===== src/rtl/instr_decode_queue_if.sv =====
// rtl/instr_decode_queue_if.sv - fetch-in / execute-out handshake bundle for the decode queue
interface instr_decode_queue_if #(
    parameter int XLEN = 32
);
    logic            in_valid;
    logic            in_ready;
    logic [31:0]     in_instr;
    logic [XLEN-1:0] in_pc;

    logic            out_valid;
    logic            out_ready;
    logic [31:0]     out_instr;
    logic [XLEN-1:0] out_pc;
    logic            should_read_mem;
    logic            should_write_mem;
    logic            should_write_reg;
    logic            should_branch;
    logic            should_jump;
    logic [2:0]      alu_a_src;
    logic [2:0]      alu_b_src;
    logic            illegal;

    // Fetch/execute side: offers instructions, consumes decoded entries
    modport master (
        output in_valid, in_instr, in_pc, out_ready,
        input  in_ready, out_valid, out_instr, out_pc,
        input  should_read_mem, should_write_mem, should_write_reg,
        input  should_branch, should_jump, alu_a_src, alu_b_src, illegal
    );

    // Queue side
    modport slave (
        input  in_valid, in_instr, in_pc, out_ready,
        output in_ready, out_valid, out_instr, out_pc,
        output should_read_mem, should_write_mem, should_write_reg,
        output should_branch, should_jump, alu_a_src, alu_b_src, illegal
    );
endinterface


===== src/rtl/instr_decode_queue.sv =====
// rtl/instr_decode_queue.sv - decode-at-enqueue instruction FIFO with flush and fence ordering
module instr_decode_queue #(
    parameter int DEPTH = 4,
    parameter int XLEN  = 32
) (
    input  logic                     clk,
    input  logic                     reset,
    input  logic                     flush,
    input  logic                     mem_busy,
    instr_decode_queue_if.slave      bus,
    output logic [$clog2(DEPTH):0]   count
);
    localparam int PW = $clog2(DEPTH);
    localparam int CW = PW + 1;

    typedef struct packed {
        logic       rd_mem;
        logic       wr_mem;
        logic       wr_reg;
        logic       branch;
        logic       jump;
        logic [2:0] a_src;
        logic [2:0] b_src;
        logic       illegal;
        logic       fence;
    } ctrl_t;

    typedef enum logic {S_RUN, S_FENCE_WAIT} state_t;

    // Opcode class -> datapath controls; anything unrecognised is flagged illegal with all controls low
    function automatic ctrl_t decode(input logic [31:0] instr);
        ctrl_t c;
        c = '0;
        if (instr[1:0] != 2'b11) begin
            c.illegal = 1'b1;
        end else begin
            case (instr[6:2])
                5'h00: begin c.rd_mem = 1'b1; c.wr_reg = 1'b1; c.a_src = 3'd7; c.b_src = 3'd3; end
                5'h03: c.fence = 1'b1;
                5'h04: begin c.wr_reg = 1'b1; c.a_src = 3'd7; c.b_src = 3'd3; end
                5'h05: begin c.wr_reg = 1'b1; c.a_src = 3'd1; c.b_src = 3'd4; end
                5'h08: begin c.wr_mem = 1'b1; c.a_src = 3'd7; c.b_src = 3'd3; end
                5'h0c: begin c.wr_reg = 1'b1; c.a_src = 3'd7; c.b_src = 3'd7; end
                5'h0d: begin c.wr_reg = 1'b1; c.a_src = 3'd0; c.b_src = 3'd4; end
                5'h18: begin c.branch = 1'b1; c.a_src = 3'd1; c.b_src = 3'd5; end
                5'h19: begin c.wr_reg = 1'b1; c.jump = 1'b1; c.a_src = 3'd1; c.b_src = 3'd3; end
                5'h1b: begin c.wr_reg = 1'b1; c.jump = 1'b1; c.a_src = 3'd1; c.b_src = 3'd6; end
                default: c.illegal = 1'b1;
            endcase
        end
        return c;
    endfunction

    logic [31:0]     instr_mem [DEPTH];
    logic [XLEN-1:0] pc_mem    [DEPTH];
    ctrl_t           ctrl_mem  [DEPTH];

    state_t        state_q, state_d;
    logic [CW-1:0] count_q, count_d;
    logic [PW-1:0] rd_ptr_q, rd_ptr_d;
    logic [PW-1:0] wr_ptr_q, wr_ptr_d;

    ctrl_t head;
    logic  enq;
    logic  deq;
    logic  out_valid;

    // Handshakes, head presentation and next-state for pointers, occupancy and fence FSM
    always_comb begin
        head         = ctrl_mem[rd_ptr_q];
        bus.in_ready = (count_q < CW'(DEPTH)) & ~flush & ~reset;

        out_valid = 1'b0;
        case (state_q)
            S_RUN:        out_valid = (count_q != '0) & ~head.fence;
            S_FENCE_WAIT: out_valid = ~mem_busy;
            default:      out_valid = 1'b0;
        endcase

        enq = bus.in_valid & bus.in_ready;
        deq = out_valid & bus.out_ready;

        state_d  = state_q;
        count_d  = count_q + CW'(enq) - CW'(deq);
        rd_ptr_d = deq ? rd_ptr_q + PW'(1) : rd_ptr_q;
        wr_ptr_d = enq ? wr_ptr_q + PW'(1) : wr_ptr_q;

        case (state_q)
            S_RUN:        if ((count_q != '0) && head.fence) state_d = S_FENCE_WAIT;
            S_FENCE_WAIT: if (deq) state_d = S_RUN;
            default:      state_d = S_RUN;
        endcase

        // A redirect empties the queue; a same-cycle dequeue has already been seen by execute
        if (flush) begin
            state_d  = S_RUN;
            count_d  = '0;
            rd_ptr_d = '0;
            wr_ptr_d = '0;
        end
    end

    // Control state and fence FSM register
    always_ff @(posedge clk) begin
        if (reset) begin
            state_q  <= S_RUN;
            count_q  <= '0;
            rd_ptr_q <= '0;
            wr_ptr_q <= '0;
        end else begin
            state_q  <= state_d;
            count_q  <= count_d;
            rd_ptr_q <= rd_ptr_d;
            wr_ptr_q <= wr_ptr_d;
        end
    end

    // Entry storage, written with the decoded controls on enqueue
    always_ff @(posedge clk) begin
        if (enq) begin
            instr_mem[wr_ptr_q] <= bus.in_instr;
            pc_mem[wr_ptr_q]    <= bus.in_pc;
            ctrl_mem[wr_ptr_q]  <= decode(bus.in_instr);
        end
    end

    // Head presentation; controls are only asserted alongside out_valid
    always_comb begin
        bus.out_valid        = out_valid;
        bus.out_instr        = instr_mem[rd_ptr_q];
        bus.out_pc           = pc_mem[rd_ptr_q];
        bus.should_read_mem  = out_valid & head.rd_mem;
        bus.should_write_mem = out_valid & head.wr_mem;
        bus.should_write_reg = out_valid & head.wr_reg;
        bus.should_branch    = out_valid & head.branch;
        bus.should_jump      = out_valid & head.jump;
        bus.alu_a_src        = out_valid ? head.a_src : 3'd0;
        bus.alu_b_src        = out_valid ? head.b_src : 3'd0;
        bus.illegal          = out_valid & head.illegal;
        count                = count_q;
    end
endmodule


===== src/flat_wrapper.sv =====
// flat-port wrapper written by rule: the top's interface ports become plain ports
module instr_decode_queue_flat 
#(
    parameter int DEPTH = 4,
    parameter int XLEN  = 32
)
  (clk, reset, flush, mem_busy, count, bus_in_valid, bus_in_instr, bus_in_pc, bus_out_ready, bus_in_ready, bus_out_valid, bus_out_instr, bus_out_pc, bus_should_read_mem, bus_should_write_mem, bus_should_write_reg, bus_should_branch, bus_should_jump, bus_alu_a_src, bus_alu_b_src, bus_illegal);
  instr_decode_queue_if #(.XLEN(XLEN)) bus_i ();
  input  logic clk;
  input  logic reset;
  input  logic flush;
  input  logic mem_busy;
  output logic [$clog2(DEPTH):0] count;
  input wire logic [$bits(bus_i.in_valid)-1:0] bus_in_valid;
  input wire logic [$bits(bus_i.in_instr)-1:0] bus_in_instr;
  input wire logic [$bits(bus_i.in_pc)-1:0] bus_in_pc;
  input wire logic [$bits(bus_i.out_ready)-1:0] bus_out_ready;
  output wire logic [$bits(bus_i.in_ready)-1:0] bus_in_ready;
  output wire logic [$bits(bus_i.out_valid)-1:0] bus_out_valid;
  output wire logic [$bits(bus_i.out_instr)-1:0] bus_out_instr;
  output wire logic [$bits(bus_i.out_pc)-1:0] bus_out_pc;
  output wire logic [$bits(bus_i.should_read_mem)-1:0] bus_should_read_mem;
  output wire logic [$bits(bus_i.should_write_mem)-1:0] bus_should_write_mem;
  output wire logic [$bits(bus_i.should_write_reg)-1:0] bus_should_write_reg;
  output wire logic [$bits(bus_i.should_branch)-1:0] bus_should_branch;
  output wire logic [$bits(bus_i.should_jump)-1:0] bus_should_jump;
  output wire logic [$bits(bus_i.alu_a_src)-1:0] bus_alu_a_src;
  output wire logic [$bits(bus_i.alu_b_src)-1:0] bus_alu_b_src;
  output wire logic [$bits(bus_i.illegal)-1:0] bus_illegal;
  assign bus_i.in_valid = bus_in_valid;
  assign bus_i.in_instr = bus_in_instr;
  assign bus_i.in_pc = bus_in_pc;
  assign bus_i.out_ready = bus_out_ready;
  assign bus_in_ready = bus_i.in_ready;
  assign bus_out_valid = bus_i.out_valid;
  assign bus_out_instr = bus_i.out_instr;
  assign bus_out_pc = bus_i.out_pc;
  assign bus_should_read_mem = bus_i.should_read_mem;
  assign bus_should_write_mem = bus_i.should_write_mem;
  assign bus_should_write_reg = bus_i.should_write_reg;
  assign bus_should_branch = bus_i.should_branch;
  assign bus_should_jump = bus_i.should_jump;
  assign bus_alu_a_src = bus_i.alu_a_src;
  assign bus_alu_b_src = bus_i.alu_b_src;
  assign bus_illegal = bus_i.illegal;
  instr_decode_queue #(.DEPTH(DEPTH), .XLEN(XLEN)) u_core (.clk(clk), .reset(reset), .flush(flush), .mem_busy(mem_busy), .bus(bus_i), .count(count));
endmodule

===== config.mk =====
export PLATFORM = sky130hd
export DESIGN_NAME = instr_decode_queue_flat
export DESIGN_NICKNAME = d
export VERILOG_FILES = /design/src/rtl/instr_decode_queue_if.sv /design/src/rtl/instr_decode_queue.sv /design/src/flat_wrapper.sv
export SDC_FILE = /design/constraint.sdc
export NUM_CORES = 1
export LEC_CHECK = 0
export ABC_AREA = 1
export BUFFER_PORTS_ARGS = -buffer_cell sky130_fd_sc_hd__buf_2
export CAP_MARGIN = 15
export CORE_MARGIN = 2
export CORE_UTILIZATION = 55
export CTS_CLUSTER_DIAMETER = 150
export DETAILED_ROUTE_END_ITERATION = 6
export GPL_ROUTABILITY_DRIVEN = 0
export PLACE_DENSITY = 0.76
export SETUP_SLACK_MARGIN = 0.4
export SLEW_MARGIN = 10
export SYNTH_ARGS = -nofsm -noshare
export SYNTH_HDL_FRONTEND = slang
export SYNTH_SLANG_ARGS = --single-unit

===== constraint.sdc =====
create_clock -name clk -period 13.8 [get_ports clk]
set_input_delay 2.76 -clock clk [delete_from_list [all_inputs] [get_ports clk]]
set_output_delay 2.76 -clock clk [all_outputs]
set_load 0.1 [all_outputs]

==> reports/qor.yml, run 1 <==
status: "complete, no violations"
pwr-share-clk: 0.442
die-area_sq_mm: 0.02313
synth_seq_cells: 314
layout_min_cycle_time_ps: 6583
tns_ps: 0
cts-root-buf: "clkbuf_16"
nNetsFinal: 1093
fillers: 1549
max_stage_delay_ps: 440
areaGrowthSynthToFinish_pct: 17.54
p_int_mw: 1.654
crit_arrival_ps: 3820
ff2ff_path_depth: 14
cts.path.max_buffers: 3
switching_power_mw: 0.4302
die_w_um: 152.1
grt_max_degree: 115
critPathKind: "in2out"
finalPower_mw: 2.084
worstSkewPairLatency_ps: 560
crit_fanout: 12
synthTopCellsByArea: "edfxtp_1 (76%), o21ai_0 (6.2%), nor2_1 (6.0%), o22ai_1 (3.3%), dfxtp_1 (1.7%)"
cp-end-kind: "primary output"
fp.dieH_um: 152.1
yosys_warnings: 0
hold_path_class: "reg2reg"
grt_pass1_vias: 7223
vias: 7361
remaining_drc_errors: 0
clk_pin_slew_ps: 60
fin_crit_sh: 0.4770
cts_buffers: 31
setup_viol: 0
crit_top_cell: "buf_2"
yosysSeqAreaShare: 0.7734
r2r_slack_ps: 10690
wl_per_cell_um: 18.26
worstPathRequired_ps: 11040
powerDensity_mw_per_mm2: 147.0
critical_path_cell_count: 7
seq_power_share: 0.507
finalHoldViolCount: 0
slowest_stage: "buf_2"
grt_first_pass_wirelength_mm: 38.05
place_hpwl_mm: 13.13
startpoint: "mem_busy"
power.leakage_nw: 5.061
post_cts_buffers: 0
coreArea_sq_mm: 0.02169
drt_iter0_drc: 503
dr.pass1.iters: 4
path_cells: "buf_2 > inv_1 > nand2_1 > nand2_4 > inv_2 > a21oi_1 > buf_2"
cts_max_level: 1
overflow: 0
avgSynthCellArea_sq_um: 13.82
drv_slew: 0
combPwrFrac: 0.051
fin_skew_ps: 9.583
ant_nets: 0
antenna_found_initial: 2
start_kind: "input port"
path_buf_inv: 4
worst_pin_slew_ps: 1154
wirelength_mm: 24.15
post_synth_num_cell_types: 30
max_freq_ghz: 0.1519
max_cap_viol_count: 0
utilization: 0.6537
endpoint: "bus_alu_b_src[2]"
irDropWorstVdd_uv: 135.6
rsz0062_at_grt: "false"
clock-sinks: 314
dp_slack_ps: 7202
synth.largest_area_cell: "edfxtp_1"
start_util: 0.5561
hold_buffers: 0
synth_top_area_share: 0.7568
swShare: 0.2064
setup_ws_ps: 7217
whs_ps: 506.0
synth_cells: 873
drive_above_1_share: 0.2240
crit_family: "buffers and inverters"
cts_tree: "built"
slew_headroom: 0.2309
grt.total_usage: 0.2060
row_count: 54
r2r_end: "u_core.count[1]$_SDFF_PP0_"
cts_resized: 0
synthesis.nets: 950
ioPinCount: 151
via_per_inst: 5.568
synth_area_sq_mm: 0.01206
io_buffers: 150
per-stage QoR:
stage / cells / instance area [sq um]
2_1_floorplan: 873 / 12060
3_3_place_gp: 1262 / 13010
3_5_place_dp: 1262 / 13010
4_1_cts: 1319 / 14140
5_1_grt: 1320 / 14170
6_report: 1322 / 14180
registers in the layout, indices dropped and copies added (netlist names), named ones only:
signal and count:
u_core.count 3, u_core.ctrl_mem 48, u_core.instr_mem 128, u_core.pc_mem 128
u_core.rd_ptr_q 2, u_core.state_q 1, u_core.wr_ptr_q 2
cells by family after synthesis:
| family | count (synthesis) | synth area share |
|---|---|---|
| AO/OA/AOI/OAI | 243 | 0.1111 |
| flip-flops | 314 | 0.7734 |
| XOR/XNOR | 2 | 0.001453 |
| buffers and inverters | 80 | 0.03102 |
| adder cells (fa/ha/maj) | 7 | 0.007884 |
| AND/OR/NAND/NOR | 227 | 0.07510 |
Yosys cell counts:
library cell,instances
nand3_2,2
fa_1,1
xor2_1,2
nor3_1,1
buf_2,16
o21ai_0,150
inv_1,26
buf_6,4
a31oi_1,2
o21a_1,1
nor2_1,193
nand4_1,2
a21oi_1,9
nor2_2,3
nand3_1,6
nand2_4,1
clkbuf_1,26
o21bai_1,1
nand2_2,5
dfxtp_1,10
edfxtp_1,304
inv_2,2
a21oi_2,9
o31ai_1,1
o22ai_1,64
nand2_1,14
o21ai_1,6
inv_6,1
ha_1,6
buf_4,5
power groups by stage:
stage	Sequential (mW)	Clock, mW	Combinational [mW]
after floorplan	1.08	0	0.0736
after global placement	1.08	0	0.105
after detailed placement	1.08	0	0.107
after CTS	1.06	0.933	0.107
after global routing	1.06	0.969	0.114
final	1.06	0.921	0.107
cell type report:
type                            instances  area, sq um  area share
Antenna cell                            2        5.005   0.0003530
Timing Repair Buffer                  161        853.3     0.06019
Sequential cell                       314         9334      0.6584
Clock buffer                           39        805.8     0.05684
Inverter                               29        113.9    0.008031
Multi-Input combinational cell        479         2389      0.1685
Tap cell                              280        350.3     0.02471
Clock inverter                         18        326.6     0.02303
worst register-to-register path, stage by stage (launching register included):
cell,delay [ps]
dfxtp_2,320
inv_2,340
buf_4,620
nand3_2,150
nand2_2,130
nand2_2,70
nand2_4,90
inv_2,140
nor2_2,150
ha_1,240
inv_1,50
ha_1,160
fa_1,430
inv_1,60
nor2_1,40
cells in the final DEF (no fill, tap or decap), types with 6 or more instances in the layout:
cell,synthesis,routed
clkbuf_16,0,31
o21ai_1,6,6
nor2_1,193,189
o22ai_1,64,64
buf_2,16,150
buf_4,5,10
clkbuf_1,26,8
a21oi_1,9,9
clkinv_1,0,6
bufinv_16,0,9
edfxtp_1,304,304
ha_1,6,6
nand2_1,14,14
a21oi_2,9,9
dfxtp_1,10,8
inv_1,26,26
nand3_1,6,6
o21ai_0,150,150
routing by layer:
| layer | vias up | GRT usage | part of all wire |
|---|---|---|---|
| met1 | 3595 | 0.2705 | 0.42 |
| met3 | 39 | 0.05191 | 0.074 |
| li1 | 3496 | - | - |
| met4 | 0 | 0.05429 | 0.019 |
| met2 | 231 | 0.3475 | 0.49 |
| met5 | - | 0 | 0 |
worst min path at each step:
stage	slack, ps	startpoint	cells after the start	endpoint
detailed placement	490	u_core.rd_ptr_q[0]$_SDFFE_PP0P_	2	u_core.rd_ptr_q[0]$_SDFFE_PP0P_
CTS	510	u_core.rd_ptr_q[0]$_SDFFE_PP0P_	2	u_core.rd_ptr_q[0]$_SDFFE_PP0P_
global placement	460	u_core.rd_ptr_q[0]$_SDFFE_PP0P_	2	u_core.rd_ptr_q[0]$_SDFFE_PP0P_
floorplan	450	u_core.rd_ptr_q[0]$_SDFFE_PP0P_	2	flop
global route	550	u_core.state_q$_SDFF_PP0_	2	u_core.state_q$_SDFF_PP0_
finish	510	u_core.rd_ptr_q[0]$_SDFFE_PP0P_	2	u_core.rd_ptr_q[0]$_SDFFE_PP0P_
Note: power is estimated with default switching activity, not from simulation.
==> run 2: changes to the inputs <==
Clock period 13.8 ns to 6.2 ns, I/O delays scaled along.
==> run 2 against run 1 <==
Core utilization is 0.84 points lower. Combinational power is 130% higher. Sequential share of layout area is 0.85 points higher. Clock power is 93% higher. Worst hold slack worse by 15 ps. Clock skew is 2.2 ps higher. Power is 110% higher. Critical path depth is 2 higher. Count of clock-buffer cells in the layout is 2 lower. Wire length is 1.6% higher. Largest cell class unchanged. Highest routed layer is now met5.
==> reports/qor.yml, run 2 (synthesis gave the netlist of run 1 again) <==
powerDensity_mw_per_mm2: 312.1
crit_arrival_ps: 3340
fp.dieH_um: 152.1
ff2ff_path_depth: 14
ioPinCount: 151
power.leakage_nw: 4.981
grtUsageMet3: 0.03936
crit_top_cell: "nand2_2"
irDropWorstVdd_uv: 255.3
remaining_drc_errors: 0
status: "complete, no violations"
setup_viol: 0
die_w_um: 152.1
dpl_cell_area_sq_mm: 0.01301
cts_buffers: 31
max_stage_delay_ps: 870
start_util: 0.5561
hold_buffers: 0
antenna_found_initial: 3
finalHoldViolCount: 0
start_kind: "flop"
finish.instance_area_sq_mm: 0.01400
finalPower_mw: 4.368
critPathKind: "reg2out"
overflow: 0
placedCellCount: 1262
max_cap_viol_count: 0
coreArea_sq_mm: 0.02169
drive_above_1_share: 0.2233
row_count: 54
grt_util_met1: 0.2839
clock-sinks: 314
post_cts_buffers: 0
reg.largest.list: "u_core.instr_mem (128), u_core.pc_mem (128), u_core.ctrl_mem (48)"
cts_tree: "built"
slowest_stage: "dfxtp_4"
layout_min_cycle_time_ps: 4581
path_cells: "inv_6 > nand2_2 > nand3_2 > nand2_2 > nand2_2 > nand2_4 > inv_2 > a21oi_2 > buf_2"
cts_max_level: 1
max_freq_ghz: 0.2183
mostFrequentLayoutCells: "edfxtp_1 (304), nor2_1 (189), o21ai_0 (150), buf_2 (150), o22ai_1 (64)"
areaGrowthSynthToFinish_pct: 16.04
io_buffers: 150
cts-root-buf: "clkbuf_16"
cp-end-kind: "primary output"
rsz0062_at_grt: "false"
nNetsFinal: 1092
hold_path_depth: 2
crit_fanout: 152
vias: 7463
grt_max_degree: 153
via_per_inst: 5.641
worstSkewPairLatency_ps: 540
place_hpwl_mm: 13.69
hold_path_class: "reg2reg"
drv_slew: 0
grt_pass1_vias: 7320
fin_skew_ps: 11.75
cts.path.max_buffers: 3
wl_per_cell_um: 18.54
clk_pin_slew_ps: 60
grt_first_pass_wirelength_mm: 38.33
drt_iter0_drc: 540
slew_headroom: 0.3096
grt.total_usage: 0.2063
dr.pass1.iters: 5
wirelength_mm: 24.53
fin_crit_sh: 0.7389
die-area_sq_mm: 0.02313
worstPathRequired_ps: 4960
grt_util_met2: 0.3449
busiest_layer: "met2"
layout_commonest_cell: "edfxtp_1"
tns_ps: 0
cts_resized: 0
worst_pin_slew_ps: 1036
ant_nets: 0
final_cells: 1323
-- run 2: layout make-up --
cell class | count | area (sq um)
Sequential cell | 314 | 9334
Fill cell | 1538 | 7692
Multi-Input combinational cell | 479 | 2389
Timing Repair Buffer | 160 | 825.8
Clock buffer | 37 | 798.3
Tap cell | 280 | 350.3
Clock inverter | 20 | 175.2
Inverter | 29 | 113.9
Antenna cell | 4 | 10.01
-- run 2: worst paths after layout --
check	start	end	slack [ps]
hold / removal	u_core.rd_ptr_q[0]$_SDFFE_PP0P_	u_core.rd_ptr_q[0]$_SDFFE_PP0P_	490
setup / recovery	flop	bus_alu_a_src[2]	1620
hold reg to reg	u_core.rd_ptr_q[0]$_SDFFE_PP0P_	u_core.rd_ptr_q[0]$_SDFFE_PP0P_	490
setup reg to reg	flop	u_core.count[2]$_SDFF_PP0_	2580
-- run 2: worst max-delay path: cells and delay by family (launching register included) --
family	cells	cell delay (ps)
buffers and inverters	3	1110
DFF	1	870
and+or+nand+nor	5	560
AOI/OAI and AO/OA	1	160
-- run 2: through the flow --
step | utilization | setup slack [ps] | hold slack, ps
3_5_place_dp | 0.6000 | 2189 | 483.3
6_report | 0.6453 | 1619 | 490.7
3_3_place_gp | 0.6000 | 2299 | 458.7
5_1_grt | 0.6449 | 1380 | 541.2
4_1_cts | 0.6449 | 1623 | 500.5
2_1_floorplan | - | -115.3 | 448.1
-- run 2: power breakdown --
part | internal, mW | leakage (nW) | total [mW] | switching, mW
Sequential | 2.34 | 2.88 | 2.35 | 0.00598
Combinational | 0.0429 | 1.63 | 0.241 | 0.198
Clock | 1.04 | 0.476 | 1.78 | 0.739
-- run 2: metal layers --
metal,vias to the layer above,wire [um]
li1,3502,-
met1,3683,10710
met2,247,11830
met3,29,1592
met4,2,388
met5,-,7
==> run 3: changes to the inputs <==
Clock period 6.2 ns to 4.4 ns, I/O delays scaled along.
==> run 3 against run 2 <==
Final cell count unchanged. Setup slack worse by 730 ps. Global-route usage down 0.18 points. Final area up 1.0%. Clock power up 50%. Sequential power up 41%. Highest routed layer unchanged.
==> reports/qor.yml, run 3 (synthesis gave the netlist of run 1 again) <==
nNetsFinal: 1096
grt.total_usage: 0.2045
place_hpwl_mm: 13.22
crit_arrival_ps: 2630
worstPathRequired_ps: 3520
cts-root-buf: "clkbuf_16"
crit_fanout: 104
tns_ps: 0
status: "complete, no violations"
seq_area_sq_mm: 0.009334
coreArea_sq_mm: 0.02169
rsz0062_at_grt: "false"
vias: 7446
irDropWorstVdd_uv: 407.1
areaGrowthSynthToFinish_pct: 17.23
worst_pin_slew_ps: 809.7
fillers: 1527
fp.dieH_um: 152.1
cts_buffers: 31
die_w_um: 152.1
start_util: 0.5561
busiest_layer: "met2"
wirelength_mm: 24.04
power.leakage_nw: 5.037
ioPinCount: 151
finalHoldViolCount: 0
max_freq_ghz: 0.2850
hold_path_depth: 2
fin_skew_ps: 20.74
r2r_slack_ps: 1490
wl_per_cell_um: 18.17
hold_buffers: 0
via_per_inst: 5.628
row_count: 54
start_kind: "flop"
cts.path.max_buffers: 3
ff2ff_path_depth: 14
cts_tree: "built"
layout_min_cycle_time_ps: 3509
grt_first_pass_wirelength_mm: 37.93
worstSkewPairLatency_ps: 540
multi_input_area_sq_mm: 0.002404
dr.pass1.iters: 5
hold_path_class: "reg2reg"
clk_pin_slew_ps: 70
layout_commonest_cell: "edfxtp_1"
io_buffers: 150
clock-sinks: 314
max_cap_viol_count: 0
overflow: 0
fin_crit_sh: 0.7975
reg.largest.list: "u_core.instr_mem (128), u_core.pc_mem (128), u_core.ctrl_mem (48)"
cts_resized: 0
cts_max_level: 1
mostFrequentLayoutCells: "edfxtp_1 (304), nor2_1 (189), o21ai_0 (150), buf_2 (150), o22ai_1 (64)"
grt_util_met2: 0.3421
critPathKind: "reg2out"
slew_headroom: 0.4602
grt_pass1_vias: 7258
grt_max_degree: 105
die-area_sq_mm: 0.02313
antenna_found_initial: 2
remaining_drc_errors: 0
cp-end-kind: "primary output"
ant_nets: 0
finalPower_mw: 6.320
whs_endpoint: "u_core.rd_ptr_q[0]$_SDFFE_PP0P_"
diodes: 0
min-delay-start: "u_core.rd_ptr_q[0]$_SDFFE_PP0P_"
drt_iter0_drc: 589
grt_util_met1: 0.2720
drive_above_1_share: 0.2282
post_cts_buffers: 0
grtUsageMet3: 0.05020
powerDensity_mw_per_mm2: 446.9
drv_slew: 0
r2r_end: "u_core.count[2]$_SDFF_PP0_"
setup_viol: 0
## run 3: cell count changes in the layout (fill, tap and decap cells not counted), sizes merged
| cell | change |
|---|---|
| buf | +4 |
| bufinv | +3 |
| clkinv | -3 |
| diode | -4 |
## run 3: stage by stage
step                instances  utilization  worst slack [ps]  area, sq um  hold WS [ps]
detailed placement       1266       0.6038              1460        13100         477.7
finish                   1323       0.6520             891.2        14140         492.2
global route             1323       0.6520             719.4        14140         531.0
floorplan                 873            -            -324.4        12090         448.1
CTS                      1323       0.6520             874.2        14140         493.2
global placement         1266       0.6038              1508        13100         477.2
## run 3: per-layer routing
layer	part of all wire	vias up
met1	0.42	3647
met3	0.074	43
met4	0.019	4
li1	-	3509
met2	0.48	243
met5	0.00087	-
## run 3: final cells by class
class | instances | area share
clock buffers | 37 | 0.05646
clock inverters | 20 | 0.01743
inverters | 29 | 0.008052
multi-input cells | 479 | 0.1700
flip-flops and latches | 314 | 0.6601
well taps | 280 | 0.02478
repair buffers | 164 | 0.06318
## run 3: where the power goes
part,internal (mW),switching [mW]
clock network,1.64,1.03
registers,3.30,0.00698
logic,0.0614,0.277
## run 3: how the worst max path moves through the flow
| stage | cells past startpoint | endpoint | startpoint |
|---|---|---|---|
| global route | 5 | bus_out_instr[27] | flop |
| floorplan | 5 | u_core.ctrl_mem[2][0]$_DFFE_PP_ | flush |
| finish | 5 | bus_out_instr[15] | flop |
| detailed placement | 14 | u_core.count[2]$_SDFF_PP0_ | flop |
| CTS | 5 | bus_out_instr[15] | flop |
| global placement | 14 | u_core.count[2]$_SDFF_PP0_ | flop |
## run 3: worst max-delay path, stage by stage (launching register included)
cell and delay, ps:
dfxtp_4 360, inv_6 520, buf_4 380, o21ai_0 130, o22ai_1 190, buf_2 470
